File: src/rtl/sram_boot_pkg.sv
// Shared types and default geometry for the SRAM boot sequencer and its SRAM bench.
package sram_boot_pkg;

    typedef enum logic [2:0] {IDLE, TRAIN, LOAD, BOOT, DONE} seq_state_t;

    localparam int unsigned SRAM_WIDTH = 8;
    localparam int unsigned SRAM_DEPTH = 16;
    localparam int unsigned SRAM_ADDR  = 16;

endpackage

File: src/rtl/sram_rd_outreg.sv
// Single-entry output register for the boot stream: loads the 1-cycle SRAM read
// return and holds it until the consumer accepts it.
module sram_rd_outreg
    import sram_boot_pkg::*;
#(
    parameter int unsigned WIDTH = SRAM_WIDTH
) (
    input  logic             clk_i,
    input  logic             rst_i,
    input  logic             load_i,
    input  logic [WIDTH-1:0] data_i,
    input  logic             ready_i,
    output logic             valid_o,
    output logic [WIDTH-1:0] data_o
);

    logic             valid_q;
    logic [WIDTH-1:0] data_q;

    always_ff @(posedge clk_i or posedge rst_i) begin
        if (rst_i) begin
            valid_q <= 1'b0;
            data_q  <= '0;
        end else if (load_i) begin
            valid_q <= 1'b1;
            data_q  <= data_i;
        end else if (valid_q && ready_i) begin
            valid_q <= 1'b0;
        end
    end

    assign valid_o = valid_q;
    assign data_o  = data_q;

endmodule

File: src/rtl/sram_boot_sequencer.sv
// Sole driver of the SRAM port set: trains the macro, loads DEPTH words from an
// input stream, then streams them back out in address order.
module sram_boot_sequencer
    import sram_boot_pkg::*;
#(
    parameter int unsigned WIDTH        = SRAM_WIDTH,
    parameter int unsigned DEPTH        = SRAM_DEPTH,
    parameter int unsigned ADDR         = SRAM_ADDR,
    parameter int unsigned TRAIN_CYCLES = 40
) (
    input  logic             clk_i,
    input  logic             rst_i,
    input  logic             start_i,
    input  logic             s_valid_i,
    input  logic [WIDTH-1:0] s_data_i,
    output logic             s_ready_o,
    output logic             m_valid_o,
    output logic [WIDTH-1:0] m_data_o,
    input  logic             m_ready_i,
    output logic             busy_o,
    output logic             done_o,
    output logic             sram_wren_o,
    output logic             sram_rden_o,
    output logic             sram_boot_o,
    output logic             sram_train_o,
    output logic [WIDTH-1:0] sram_din_o,
    output logic [ADDR-1:0]  sram_addr_o,
    input  logic [WIDTH-1:0] sram_dout_i
);

    localparam int unsigned   CW    = $clog2(DEPTH) + 1;
    localparam int unsigned   TW    = $clog2(TRAIN_CYCLES) + 1;
    localparam logic [CW-1:0] LAST  = CW'(DEPTH - 1);
    localparam logic [CW-1:0] FULL  = CW'(DEPTH);
    localparam logic [TW-1:0] TLAST = TW'(TRAIN_CYCLES - 1);

    seq_state_t       state_q;
    logic [TW-1:0]    train_cnt_q;
    logic [CW-1:0]    wr_cnt_q;
    logic [CW-1:0]    rd_cnt_q;
    logic [CW-1:0]    ack_cnt_q;
    logic             ret_q;
    logic             s_ready_q;
    logic             busy_q;
    logic             done_q;
    logic             sram_wren_q;
    logic             sram_rden_q;
    logic             sram_boot_q;
    logic             sram_train_q;
    logic [WIDTH-1:0] sram_din_q;
    logic [ADDR-1:0]  sram_addr_q;

    logic             m_valid;
    logic             accept;
    logic             handshake;
    logic             rd_issue;

    assign accept    = s_valid_i && s_ready_q;
    assign handshake = m_valid && m_ready_i;
    // One read at a time: nothing in flight and the output slot free (or draining now).
    assign rd_issue  = (state_q == BOOT) && !sram_rden_q && !ret_q &&
                       (!m_valid || m_ready_i) && (rd_cnt_q < FULL);

    always_ff @(posedge clk_i or posedge rst_i) begin
        if (rst_i) begin
            state_q      <= IDLE;
            train_cnt_q  <= '0;
            wr_cnt_q     <= '0;
            rd_cnt_q     <= '0;
            ack_cnt_q    <= '0;
            ret_q        <= 1'b0;
            s_ready_q    <= 1'b0;
            busy_q       <= 1'b0;
            done_q       <= 1'b0;
            sram_wren_q  <= 1'b0;
            sram_rden_q  <= 1'b0;
            sram_boot_q  <= 1'b0;
            sram_train_q <= 1'b0;
            sram_din_q   <= '0;
            sram_addr_q  <= '0;
        end else begin
            sram_wren_q <= 1'b0;
            sram_rden_q <= 1'b0;
            ret_q       <= sram_rden_q;
            case (state_q)
                IDLE, DONE: begin
                    if (start_i) begin
                        state_q      <= TRAIN;
                        train_cnt_q  <= '0;
                        wr_cnt_q     <= '0;
                        rd_cnt_q     <= '0;
                        ack_cnt_q    <= '0;
                        busy_q       <= 1'b1;
                        done_q       <= 1'b0;
                        sram_train_q <= 1'b1;
                        sram_boot_q  <= 1'b0;
                    end
                end
                TRAIN: begin
                    train_cnt_q <= train_cnt_q + 1'b1;
                    if (train_cnt_q == TLAST) begin
                        state_q      <= LOAD;
                        sram_train_q <= 1'b0;
                        s_ready_q    <= 1'b1;
                    end
                end
                LOAD: begin
                    if (accept) begin
                        sram_wren_q <= 1'b1;
                        sram_din_q  <= s_data_i;
                        sram_addr_q <= ADDR'(wr_cnt_q);
                        wr_cnt_q    <= wr_cnt_q + 1'b1;
                        if (wr_cnt_q == LAST) begin
                            s_ready_q   <= 1'b0;
                            state_q     <= BOOT;
                            sram_boot_q <= 1'b1;
                        end
                    end
                end
                BOOT: begin
                    if (rd_issue) begin
                        sram_rden_q <= 1'b1;
                        sram_addr_q <= ADDR'(rd_cnt_q);
                        rd_cnt_q    <= rd_cnt_q + 1'b1;
                    end
                    if (handshake) begin
                        ack_cnt_q <= ack_cnt_q + 1'b1;
                        if (ack_cnt_q == LAST) begin
                            state_q <= DONE;
                            busy_q  <= 1'b0;
                            done_q  <= 1'b1;
                        end
                    end
                end
                default: state_q <= IDLE;
            endcase
        end
    end

    sram_rd_outreg #(
        .WIDTH(WIDTH)
    ) u_outreg (
        .clk_i  (clk_i),
        .rst_i  (rst_i),
        .load_i (ret_q),
        .data_i (sram_dout_i),
        .ready_i(m_ready_i),
        .valid_o(m_valid),
        .data_o (m_data_o)
    );

    assign m_valid_o    = m_valid;
    assign s_ready_o    = s_ready_q;
    assign busy_o       = busy_q;
    assign done_o       = done_q;
    assign sram_wren_o  = sram_wren_q;
    assign sram_rden_o  = sram_rden_q;
    assign sram_boot_o  = sram_boot_q;
    assign sram_train_o = sram_train_q;
    assign sram_din_o   = sram_din_q;
    assign sram_addr_o  = sram_addr_q;

endmodule

File: config.mk
export PLATFORM = sky130hd
export DESIGN_NAME = sram_boot_sequencer
export DESIGN_NICKNAME = d
export VERILOG_FILES = /design/src/rtl/sram_boot_pkg.sv /design/src/rtl/sram_rd_outreg.sv /design/src/rtl/sram_boot_sequencer.sv
export SDC_FILE = /design/constraint.sdc
export NUM_CORES = 1
export LEC_CHECK = 0
export ABC_AREA = 1
export BUFFER_PORTS_ARGS = -buffer_cell sky130_fd_sc_hd__buf_2
export CORE_MARGIN = 3
export CORE_UTILIZATION = 57
export CTS_BUF_LIST = sky130_fd_sc_hd__clkbuf_16
export CTS_CLUSTER_SIZE = 16
export DETAILED_ROUTE_END_ITERATION = 16
export PLACE_DENSITY = 0.84
export RECOVER_POWER = 50
export SYNTH_ARGS = -nofsm -noshare
export SYNTH_HDL_FRONTEND = slang
export SYNTH_SLANG_ARGS = --single-unit
File: constraint.sdc
create_clock -name clk_i -period 3.8 [get_ports clk_i]
set_clock_uncertainty 0.1 [all_clocks]
set_input_delay 0.76 -clock clk_i [delete_from_list [all_inputs] [get_ports clk_i]]
set_output_delay 0.76 -clock clk_i [all_outputs]
set_load 0.01 [all_outputs]
==> results of run 1 <==
## flip-flops by register name, summed over array words and instances (netlist names), 3 cells and up
| register | cells |
|---|---|
| ack_cnt_q | 5 |
| state_q | 3 |
| u_outreg.data_o | 8 |
| train_cnt_q | 7 |
| wr_cnt_q | 5 |
| rd_cnt_q | 5 |
| sram_din_o | 8 |
| sram_addr_o | 5 |
## layout make-up
class	instances	area, um^2
multi-input combinational	230	1056
clock inverter	3	38.79
sequential	55	1376
fill	378	1413
timing repair buffer	49	209.0
clock buffer	5	125.1
inverter	27	101.3
tap	52	65.06
## cell usage after synthesis
master,n
ha_1,6
or2_2,3
nand3_1,20
nor3_1,1
nand3b_1,1
o31ai_1,2
inv_1,23
nand2_1,113
inv_2,4
o21ai_1,11
buf_2,4
a21oi_1,9
nor2_2,3
dfrtp_1,55
nand2_2,6
a22o_1,1
o21bai_1,1
nand3_2,2
nor2_1,18
o21ai_0,14
buf_4,11
a21boi_0,1
nand4_1,5
conb_1,1
o21ai_2,2
## through the flow
| stage | util (%) | total power [mW] | area (um^2) | worst slack (ns) |
|---|---|---|---|---|
| final | 67.78 | 1.117 | 2972 | 1.442 |
| after global routing | 67.78 | 1.151 | 2972 | 0.9926 |
| after CTS | 69.01 | 1.125 | 3025 | 1.924 |
| after detailed placement | 65.27 | 0.6233 | 2861 | 1.688 |
| after global placement | 65.27 | 0.6228 | 2861 | 1.768 |
| after floorplan | - | 0.6181 | 2654 | 1.597 |
## layer usage
metal,track usage (%),vias up
met3,4.788,6
met4,6.439,0
met1,23.92,1002
met5,0,-
met2,34.35,56
li1,-,1097
## power breakdown
group / internal (mW) / leakage, nW / switching (mW)
Combinational: 0.00715 / 0.801 / 0.0188
Sequential: 0.585 / 0.659 / 0.0000000000000000391
Clock: 0.307 / 0.0812 / 0.199
## how the worst max path moves through the flow
stage,from,end,slack (ns),cells past startpoint
final,rst_i,sram_addr_o[2]$_DFFE_PP0P_,1.44,2
after CTS,state_q[2]$_DFFE_PP0P_,sram_din_o[3]$_DFFE_PP0P_,1.92,6
after detailed placement,s_valid_i,sram_din_o[3]$_DFFE_PP0P_,1.69,6
after global placement,s_valid_i,sram_din_o[2]$_DFFE_PP0P_,1.77,6
after floorplan,rst_i,ack_cnt_q[0]$_DFFE_PP0P_,1.60,1
after global routing,rst_i,rd_cnt_q[2]$_DFFE_PP0P_,0.99,2
## kinds of logic after synthesis
logic type | count (synthesis) | synth area share [%]
adder cells (fa/ha/maj) | 6 | 2.869
other | 1 | 0.1433
flip-flops | 55 | 52.61
buffers and inverters | 42 | 7.795
AND/OR/NAND/NOR | 172 | 27.93
AO/OA/AOI/OAI | 41 | 8.656
==> summary.txt, run 1 <==
Route
  • Metal-1 WL: between 2000 and 2500 um
  • WL met3: between 200 and 300 um
  • Routed WL per cell: 11.76 um
  • Highest Signal Layer: met4
  • Vias: ~2200
  • Number of iterations in the first detailed-routing pass: 4
  • Detail Route Antenna Nets: 0
  • Total routed wirelength: 4949 um
  • Drt drc: 0
  • Drt initial violations: ~140
  • Vias/cell: just over 5
  • DR WL met2: roughly 2400 um

Yosys
  • Flops & latches, synth: 55
  • Yosys top cell area share: around 53%
  • Seq/Total Area, Yosys: a little over half
  • Library cells used by synthesis: 25
  • Area leader, netlist: dfrtp_1
  • Yosys synthesis warning count: 0
  • Area contributors post-synth: dfrtp_1 (53%), nand2_1 (16%), nand3_1 (3.8%), inv_1 (3.3%), buf_4 (3.2%)
  • Syn_area_per_cell: roughly 8.3 um^2
  • Post-Syn Area: approximately 2600 um^2
  • Cells after Synth: between 300 and 400

Floorplanning
  • IO Pins: 61
  • Horiz. Die Dim: ~74 um
  • Die ar.: between 5000 and 6000 um^2
  • Core area: roughly 4400 um^2
  • Initial core utilization: 59.67%
  • Die H: ~74 um
  • FP Rows: 24

Pwr
  • PD cells: around 380 nW/um^2
  • Leak: 1.541 nW
  • VDD IR max: around 0.24 mV

Finish
  • Diode count: 0
  • Layout area overhead: 13.58%
  • Share of cells above drive strength 1: 10.84%
  • Layout Nets: a little under 400
  • Most frequent cells in the layout: nand2_1 (115), dfrtp_1 (55), clkbuf_1 (29), inv_1 (25), nand3_1 (22)
  • Most common cell after layout, fill and taps aside: nand2_1
  • Non-Filler Instances: around 420

Hold path
  • Hold Path Depth: 0
  • Worst hold start: sram_rden_o$_DFF_PP0_
  • Worst min path class: reg2reg
  • Hold Path Sink: ret_q$_DFF_PP0_

GRT
  • Congestion Overflow GR: 0
  • First-pass GRT wire length: about 8300 um
  • Total GRT Usage: around 20%
  • Vias in the first global route: between 1500 and 2000
  • Initial antenna violation count: 0
  • Largest net degree at the start of global routing: 56

Clock network
  • Number of clock sinks: 55
  • Root Buffer: clkbuf_16
  • TritonCTS Buffers: 5
  • CTS tree: built
  • # hold bufs at CTS: 0
  • Clock Latency Late Sink: 0.29 ns
  • Post-CTS Setup Bufs: 0
  • CTS Buffer Depth: 2
  • H-tree depth: 2
  • CTS clk-pin slew, worst paths: 0.06 ns
  • Cts repair resizes: 0

Timing
  • RSZ-0062 raised after global routing: false
  • Maximum clock rate: ~420 MHz
  • Final Cycle Share: 62.05%
  • Max Slew Vio Count: 56
  • Min Tclk post-route: ~2.4 ns
  • Least-Margin Pin Slew: 1.990 ns
  • Total negative slack: 0 ns
  • Slew Limit Headroom: -32.84%
  • Final Hold Viols: 0
  • WHS: approximately 0.32 ns
  • Setup Viol. Count Final: 0

Place
  • Routability congestion estimate from global placement: 0.8422
  • I/O Buffers: between 40 and 50
  • Hpwl dp: roughly 3600 um
  • Placed cells: about 410

Worst setup path
  • Crit path launch type: primary input
  • Worst path max stage delay: ~1.4 ns
  • CP bufs+invs: 2
  • CP Max Fanout: 55
  • RR Endpoint: ack_cnt_q[2]$_DFFE_PP0P_
  • Slowest-stage cell, CP: inv_1
  • Crit Path Category: in2async
  • CP cell instances: buf_2 > inv_1
  • CP delay by family, top: buffers and inverters
  • R2r startpoint: state_q[2]$_DFFE_PP0P_
  • Crit path DAT: between 2 and 2.5 ns
  • Reg2reg setup slack: about 1.8 ns
  • Critical Path Sink Type: asynchronous set/reset pin
  • Worst r2r path cells: 8
  • Crit path required time: 3.71 ns

Job
  • Max_cap viols: 1

Status
  • Status: finished with violations
  • Violated checks: capacitance limit, slew limit
Note: power is estimated with default switching activity, not from simulation.
==> inputs of run 2 (changes only) <==
CORE_UTILIZATION = 53   (was 57)
PLACE_DENSITY = 0.79   (was 0.84)
clock period = 2.4 ns   (was 3.8 ns; I/O delays follow)
==> summary.txt, run 2 (same netlist as run 1, synthesis figures left out) <==
Status
  • Status: complete, no violations (was finished with violations)

Route
  • Drt initial violations: 114 (was 137)
  • Routed WL per cell: 11.24 um (was 11.76 um)
  • Vias/cell: 4.768 (was 5.133)
  • Number of iterations in the first detailed-routing pass: 4 (unchanged)
  • Detail Route Antenna Nets: 0 (unchanged)
  • Vias: 2079 (was 2161)
  • Total routed wirelength: 4902 um (was 4949 um)
  • Drt drc: 0 (unchanged)

Floorplanning
  • Die ar.: 5816 um^2 (was 5439 um^2)
  • Initial core utilization: 57.32% (was 59.67%)
  • IO Pins: 61 (unchanged)
  • FP Rows: 24 (unchanged)
  • Die H: 76.26 um (was 73.75 um)
  • Horiz. Die Dim: 76.26 um (was 73.75 um)
  • Core area: 4564 um^2 (was 4384 um^2)

Finish
  • Layout area overhead: 17.41% (was 13.58%)
  • Share of cells above drive strength 1: 19.95% (was 10.84%)
  • Most common cell after layout, fill and taps aside: nand2_1 (unchanged)
  • Most frequent cells in the layout: nand2_1 (113), dfrtp_1 (55), buf_2 (47), inv_1 (24), nand3_1 (21) (was nand2_1 (115), dfrtp_1 (55), clkbuf_1 (29), inv_1 (25), nand3_1 (22))
  • Fillers: 383 (was 378)
  • Layout Nets: 397 (was 395)
  • Non-Filler Instances: 436 (was 421)
  • Diode count: 0 (unchanged)
  • Seq. cell area: 1376 um^2 (unchanged)
  • Multi-input gate area: 1065 um^2 (was 1056 um^2)

Pwr
  • Switch share: 18.27% (was 19.47%)
  • Switch Pwr: 343.1 uW (was 217.6 uW)
  • VDD IR max: 0.3956 mV (was 0.2356 mV)
  • Power Internal: 1.535 mW (was 899.8 uW)
  • Logic gate share of total power: 2.2% (was 2.3%)
  • Leak: 1.650 nW (was 1.541 nW)
  • Clock share of power: 48.5% (was 45.3%)
  • PD cells: 611.5 nW/um^2 (was 376.0 nW/um^2)
  • Sequential power share: 49.3% (was 52.4%)

Clock network
  • Root Buffer: clkbuf_16 (unchanged)
  • CTS tree: built (unchanged)
  • CTS clk-pin slew, worst paths: 0.07 ns (was 0.06 ns)
  • Post-CTS Setup Bufs: 0 (unchanged)
  • H-tree depth: 2 (unchanged)
  • TritonCTS Buffers: 5 (unchanged)
  • Clock Latency Late Sink: 0.29 ns (about the same)
  • # hold bufs at CTS: 0 (unchanged)
  • Number of clock sinks: 55 (unchanged)
  • Cts repair resizes: 0 (unchanged)
  • CTS Buffer Depth: 2 (unchanged)

GRT
  • Most used routing layer in global routing: met2 (unchanged)
  • Initial antenna violation count: 0 (unchanged)
  • Met3 usage: 3.901% (was 4.788%)
  • First-pass GRT wire length: 8983 um (was 8266 um)
  • Total GRT Usage: 18.75% (was 19.75%)
  • Met2 Usage GRT: 30.40% (was 34.35%)
  • Vias in the first global route: 2023 (was 1961)
  • Largest net degree at the start of global routing: 32 (was 56)
  • Met1 Use GR: 24.98% (was 23.92%)
  • Congestion Overflow GR: 0 (unchanged)

Timing
  • Total negative slack: 0 ns (unchanged)
  • Final Hold Viols: 0 (unchanged)
  • RSZ-0062 raised after global routing: false (unchanged)
  • Slew Limit Headroom: 40.15% (was -32.84%)
  • Setup WS post-layout: 0.5870 ns (was 1.442 ns)
  • Least-Margin Pin Slew: 0.8968 ns (was 1.990 ns)
  • Min Tclk post-route: around 1.8 ns
  • Setup Viol. Count Final: 0 (unchanged)
  • Final Cycle Share: between 70 and 80%
  • Max Slew Vio Count: 0 (was 56)
  • Maximum clock rate: about 550 MHz

Place
  • Placed cells: 428 (was 413)
  • Routability congestion estimate from global placement: 0.8733 (was 0.8422)
  • Worst slack at placement: 0.6646 ns (was 1.688 ns)
  • Hpwl dp: 3608 um (was 3560 um)
  • I/O Buffers: 49 (unchanged)

Worst setup path
  • CP Max Fanout: 9 (was 55)
  • Crit Path Category: reg2reg (was in2async)
  • Crit path launch type: register (was primary input)
  • Crit path required time: 2.47 ns (was 3.71 ns)
  • Critical Path Sink Type: register (was asynchronous set/reset pin)
  • Crit path DAT: 1.88 ns (was 2.27 ns)

Hold path
  • Worst min path class: in2async (was reg2reg)

Job
  • Max_cap viols: 0 (was 1)
[run 2: per-stage QoR]
step / hold slack [ns] / power, mW / utilization, % / cell area, um^2
3_5_place_dp: 0.2788 / 0.9908 / 63.65 / 2905
6_report: 0.2763 / 1.878 / 67.30 / 3072
3_3_place_gp: 0.2812 / 0.9905 / 63.65 / 2905
2_1_floorplan: 0.3282 / 0.9787 / - / 2654
4_1_cts: 0.1450 / 1.899 / 67.87 / 3098
5_1_grt: 0.2930 / 1.946 / 67.30 / 3072
[run 2: final timing paths]
path                                            start                         end  slack, ns  depth (start not counted)
worst min-delay path                            rst_i          done_o$_DFFE_PP0P_       0.28                          2
worst max register to register        ret_q$_DFF_PP0_  sram_addr_o[0]$_DFFE_PP0P_       0.59                          6
max in group asynchronous                       rst_i  sram_addr_o[0]$_DFFE_PP0P_       0.67                          3
min in group clk_i                        s_data_i[0]   sram_din_o[0]$_DFFE_PP0P_       0.28                          3
worst min register to register  sram_rden_o$_DFF_PP0_             ret_q$_DFF_PP0_       0.29                          0
worst max-delay path                  ret_q$_DFF_PP0_  sram_addr_o[0]$_DFFE_PP0P_       0.59                          6
[run 2: final cells by class]
class	instances	share of cell area, %
well taps	65	2.648
inverters	27	3.299
clock inverters	3	2.200
repair buffers	51	8.310
multi-input cells	230	34.66
clock buffers	5	4.073
flip-flops and latches	55	44.81
[run 2: worst max-delay path: stages (launching register included)]
cell and delay (ns):
dfrtp_1 0.49, inv_1 0.26, o21ai_0 0.24, o21ai_2 0.26, nand2_2 0.16, nand2_1 0.10, o21ai_1 0.07
[run 2: power by group through the flow]
stage                     combinational [mW]  clock [mW]  sequential (mW)
after floorplan                       0.0344           0            0.944
after detailed placement              0.0466           0            0.944
after global placement                0.0463           0            0.944
after global routing                  0.0495       0.971            0.926
after CTS                             0.0466       0.926            0.926
final                                 0.0418       0.910            0.926
[run 2: metal layers]
metal	routed length [um]	up-vias	share of wire (%)
met5	0	-	0
met4	75	0	1.5
met3	262	8	5.3
met2	2170	59	44
met1	2393	913	49
li1	-	1099	-
==> inputs of run 3 (changes only) <==
clock period = 1.8 ns   (was 2.4 ns; I/O delays follow)
==> summary.txt, run 3 (same netlist as run 1, synthesis figures left out) <==
Worst setup path
  • Crit Path Category: reg2reg (unchanged)
  • CP cell instances: ha_2 > nand2_2 > nor2_2 > ha_2 > inv_1 > nor2_2 > nor2_2 > nor2_2 > nand2_1 > nand2_1 > nand2_1 (was inv_1 > o21ai_0 > o21ai_2 > nand2_2 > nand2_1 > o21ai_1)
  • Worst path max stage delay: 0.39 ns (was 0.49 ns)
  • Crit path DAT: 1.82 ns (was 1.88 ns)
  • Slowest-stage cell, CP: dfrtp_1 (unchanged)
  • CP Max Fanout: 4 (was 9)
  • Crit path required time: 1.88 ns (was 2.47 ns)
  • Worst r2r path cells: 11 (was 6)
  • Critical Path Sink Type: register (unchanged)
  • CP dominant cell by count: nor2_2
  • Crit path launch type: register (unchanged)

Clock network
  • # hold bufs at CTS: 0 (unchanged)
  • CTS clk-pin slew, worst paths: 0.07 ns (about the same)
  • TritonCTS Buffers: 5 (unchanged)
  • CTS tree: built (unchanged)
  • Number of clock sinks: 55 (unchanged)
  • H-tree depth: 2 (unchanged)
  • CTS Buffer Depth: 2 (unchanged)
  • Root Buffer: clkbuf_16 (unchanged)
  • Clock Latency Late Sink: 0.29 ns (about the same)

Floorplanning
  • Core area: 4564 um^2 (unchanged)
  • FP Rows: 24 (unchanged)
  • Initial core utilization: 57.32% (unchanged)
  • Horiz. Die Dim: 76.26 um (unchanged)
  • Die H: 76.26 um (unchanged)
  • Die ar.: 5816 um^2 (unchanged)
  • IO Pins: 61 (unchanged)

Place
  • Placed cells: 431 (was 428)
  • I/O Buffers: 49 (unchanged)
  • Placement Cell Area: 2932 um^2 (was 2905 um^2)
  • Routability congestion estimate from global placement: 0.8501 (was 0.8733)
  • Hpwl dp: 3611 um (was 3608 um)

GRT
  • Initial antenna violation count: 0 (unchanged)
  • Largest net degree at the start of global routing: 56 (was 32)
  • Congestion Overflow GR: 0 (unchanged)
  • Vias in the first global route: 2157 (was 2023)
  • Total GRT Usage: 19.02% (was 18.75%)
  • First-pass GRT wire length: 9045 um (was 8983 um)

Route
  • Drt initial violations: 122 (was 114)
  • Routed WL per cell: 11.36 um (was 11.24 um)
  • Vias/cell: 4.908 (was 4.768)
  • Vias: 2184 (was 2079)
  • Number of iterations in the first detailed-routing pass: 4 (unchanged)
  • Detail Route Antenna Nets: 0 (unchanged)
  • Drt drc: 0 (unchanged)
  • Total routed wirelength: 5055 um (was 4902 um)

Timing
  • Slew Limit Headroom: 12.98% (was 40.15%)
  • Final Cycle Share: 96.68% (was 75.54%)
  • Final Hold Viols: 0 (unchanged)
  • Max Slew Vio Count: 0 (unchanged)
  • Setup Viol. Count Final: 0 (unchanged)
  • RSZ-0062 raised after global routing: true (was false)
  • Least-Margin Pin Slew: 1.305 ns (was 0.8968 ns)
  • Min Tclk post-route: 1.740 ns (was 1.813 ns)
  • WHS: 0.1612 ns (was 0.2763 ns)
  • Maximum clock rate: 574.6 MHz (was 551.6 MHz)

Finish
  • Layout area overhead: 19.23% (was 17.41%)
  • Final Cell Area: 3119 um^2 (was 3072 um^2)
  • Fillers: 378 (was 383)
  • Layout Nets: 407 (was 397)
  • Share of cells above drive strength 1: 24.21% (was 19.95%)
  • Most common cell after layout, fill and taps aside: nand2_1 (unchanged)
  • Most frequent cells in the layout: nand2_1 (112), dfrtp_1 (55), buf_2 (46), inv_1 (23), nand3_1 (20) (was nand2_1 (113), dfrtp_1 (55), buf_2 (47), inv_1 (24), nand3_1 (21))
  • Diode count: 0 (unchanged)
  • Non-Filler Instances: 445 (was 436)

Pwr
  • Overall Power: 2.211 mW (was 1.878 mW)
  • Leak: 1.662 nW (was 1.650 nW)
  • PD cells: 708.7 nW/um^2 (was 611.5 nW/um^2)
  • VDD IR max: 0.5089 mV (was 0.3956 mV)

Job
  • Max_cap viols: 0 (unchanged)

Hold path
  • Hold Path Depth: 3
  • Worst min path class: in2reg (was in2async)

Status
  • Status: complete, no violations (unchanged)
-- run 3: final timing paths --
path / start / end / slack (ns)
worst max register to register: ack_cnt_q[1]$_DFFE_PP0P_ / state_q[0]$_DFFE_PP0P_ / 0.06
worst max-delay path: ack_cnt_q[1]$_DFFE_PP0P_ / state_q[0]$_DFFE_PP0P_ / 0.06
worst min register to register: sram_rden_o$_DFF_PP0_ / ret_q$_DFF_PP0_ / 0.29
min in group asynchronous: rst_i / busy_o$_DFFE_PP0P_ / 0.40
max in group asynchronous: rst_i / state_q[2]$_DFFE_PP0P_ / 0.40
worst min-delay path: s_data_i[2] / sram_din_o[2]$_DFFE_PP0P_ / 0.16
-- run 3: per-layer routing --
metal	vias up	wire (um)	global-route usage [%]
met5	-	0	0
met4	0	76	7.246
met3	7	290	4.728
met2	62	2512	32.69
met1	995	2175	23.01
li1	1120	-	-
-- run 3: per-stage QoR --
step | utilization (%) | setup TNS, ns | setup WS [ns]
2_1_floorplan | - | 0 | 0.2655
3_3_place_gp | 64.23 | 0 | 0.1630
3_5_place_dp | 64.23 | 0 | 0.07144
4_1_cts | 67.27 | 0 | 0.04380
5_1_grt | 68.34 | -0.1044 | -0.04378
6_report | 68.34 | 0 | 0.05970
-- run 3: power by group --
part | internal (mW) | switching, mW | leakage (nW)
registers | 1.24 | 0.0000000000000000790 | 0.659
logic | 0.0157 | 0.0399 | 0.934
clock network | 0.508 | 0.412 | 0.0696
-- run 3: cell type report --
class                      instances  area [um^2]  area share (%)
clock inverter                     2        13.76          0.4412
tap                               65        81.33           2.607
clock buffer                       5        125.1           4.011
multi-input combinational        230         1092           35.02
inverter                          27        105.1           3.369
timing repair buffer              61        325.3           10.43
sequential                        55         1376           44.12
-- run 3: timing repair --
item                       4_1_cts  5_1_grt
gates resized for setup          0       10
setup endpoints to repair        0        5
setup buffers                    0        7
-- run 3: worst max-delay path, delay by kind of cell, from the launching register on --
family | cells | cell delay, ns
DFF | 1 | 0.39
adders and majority gates | 2 | 0.37
and+or+nand+nor | 8 | 0.74
buffers and inverters | 1 | 0.04
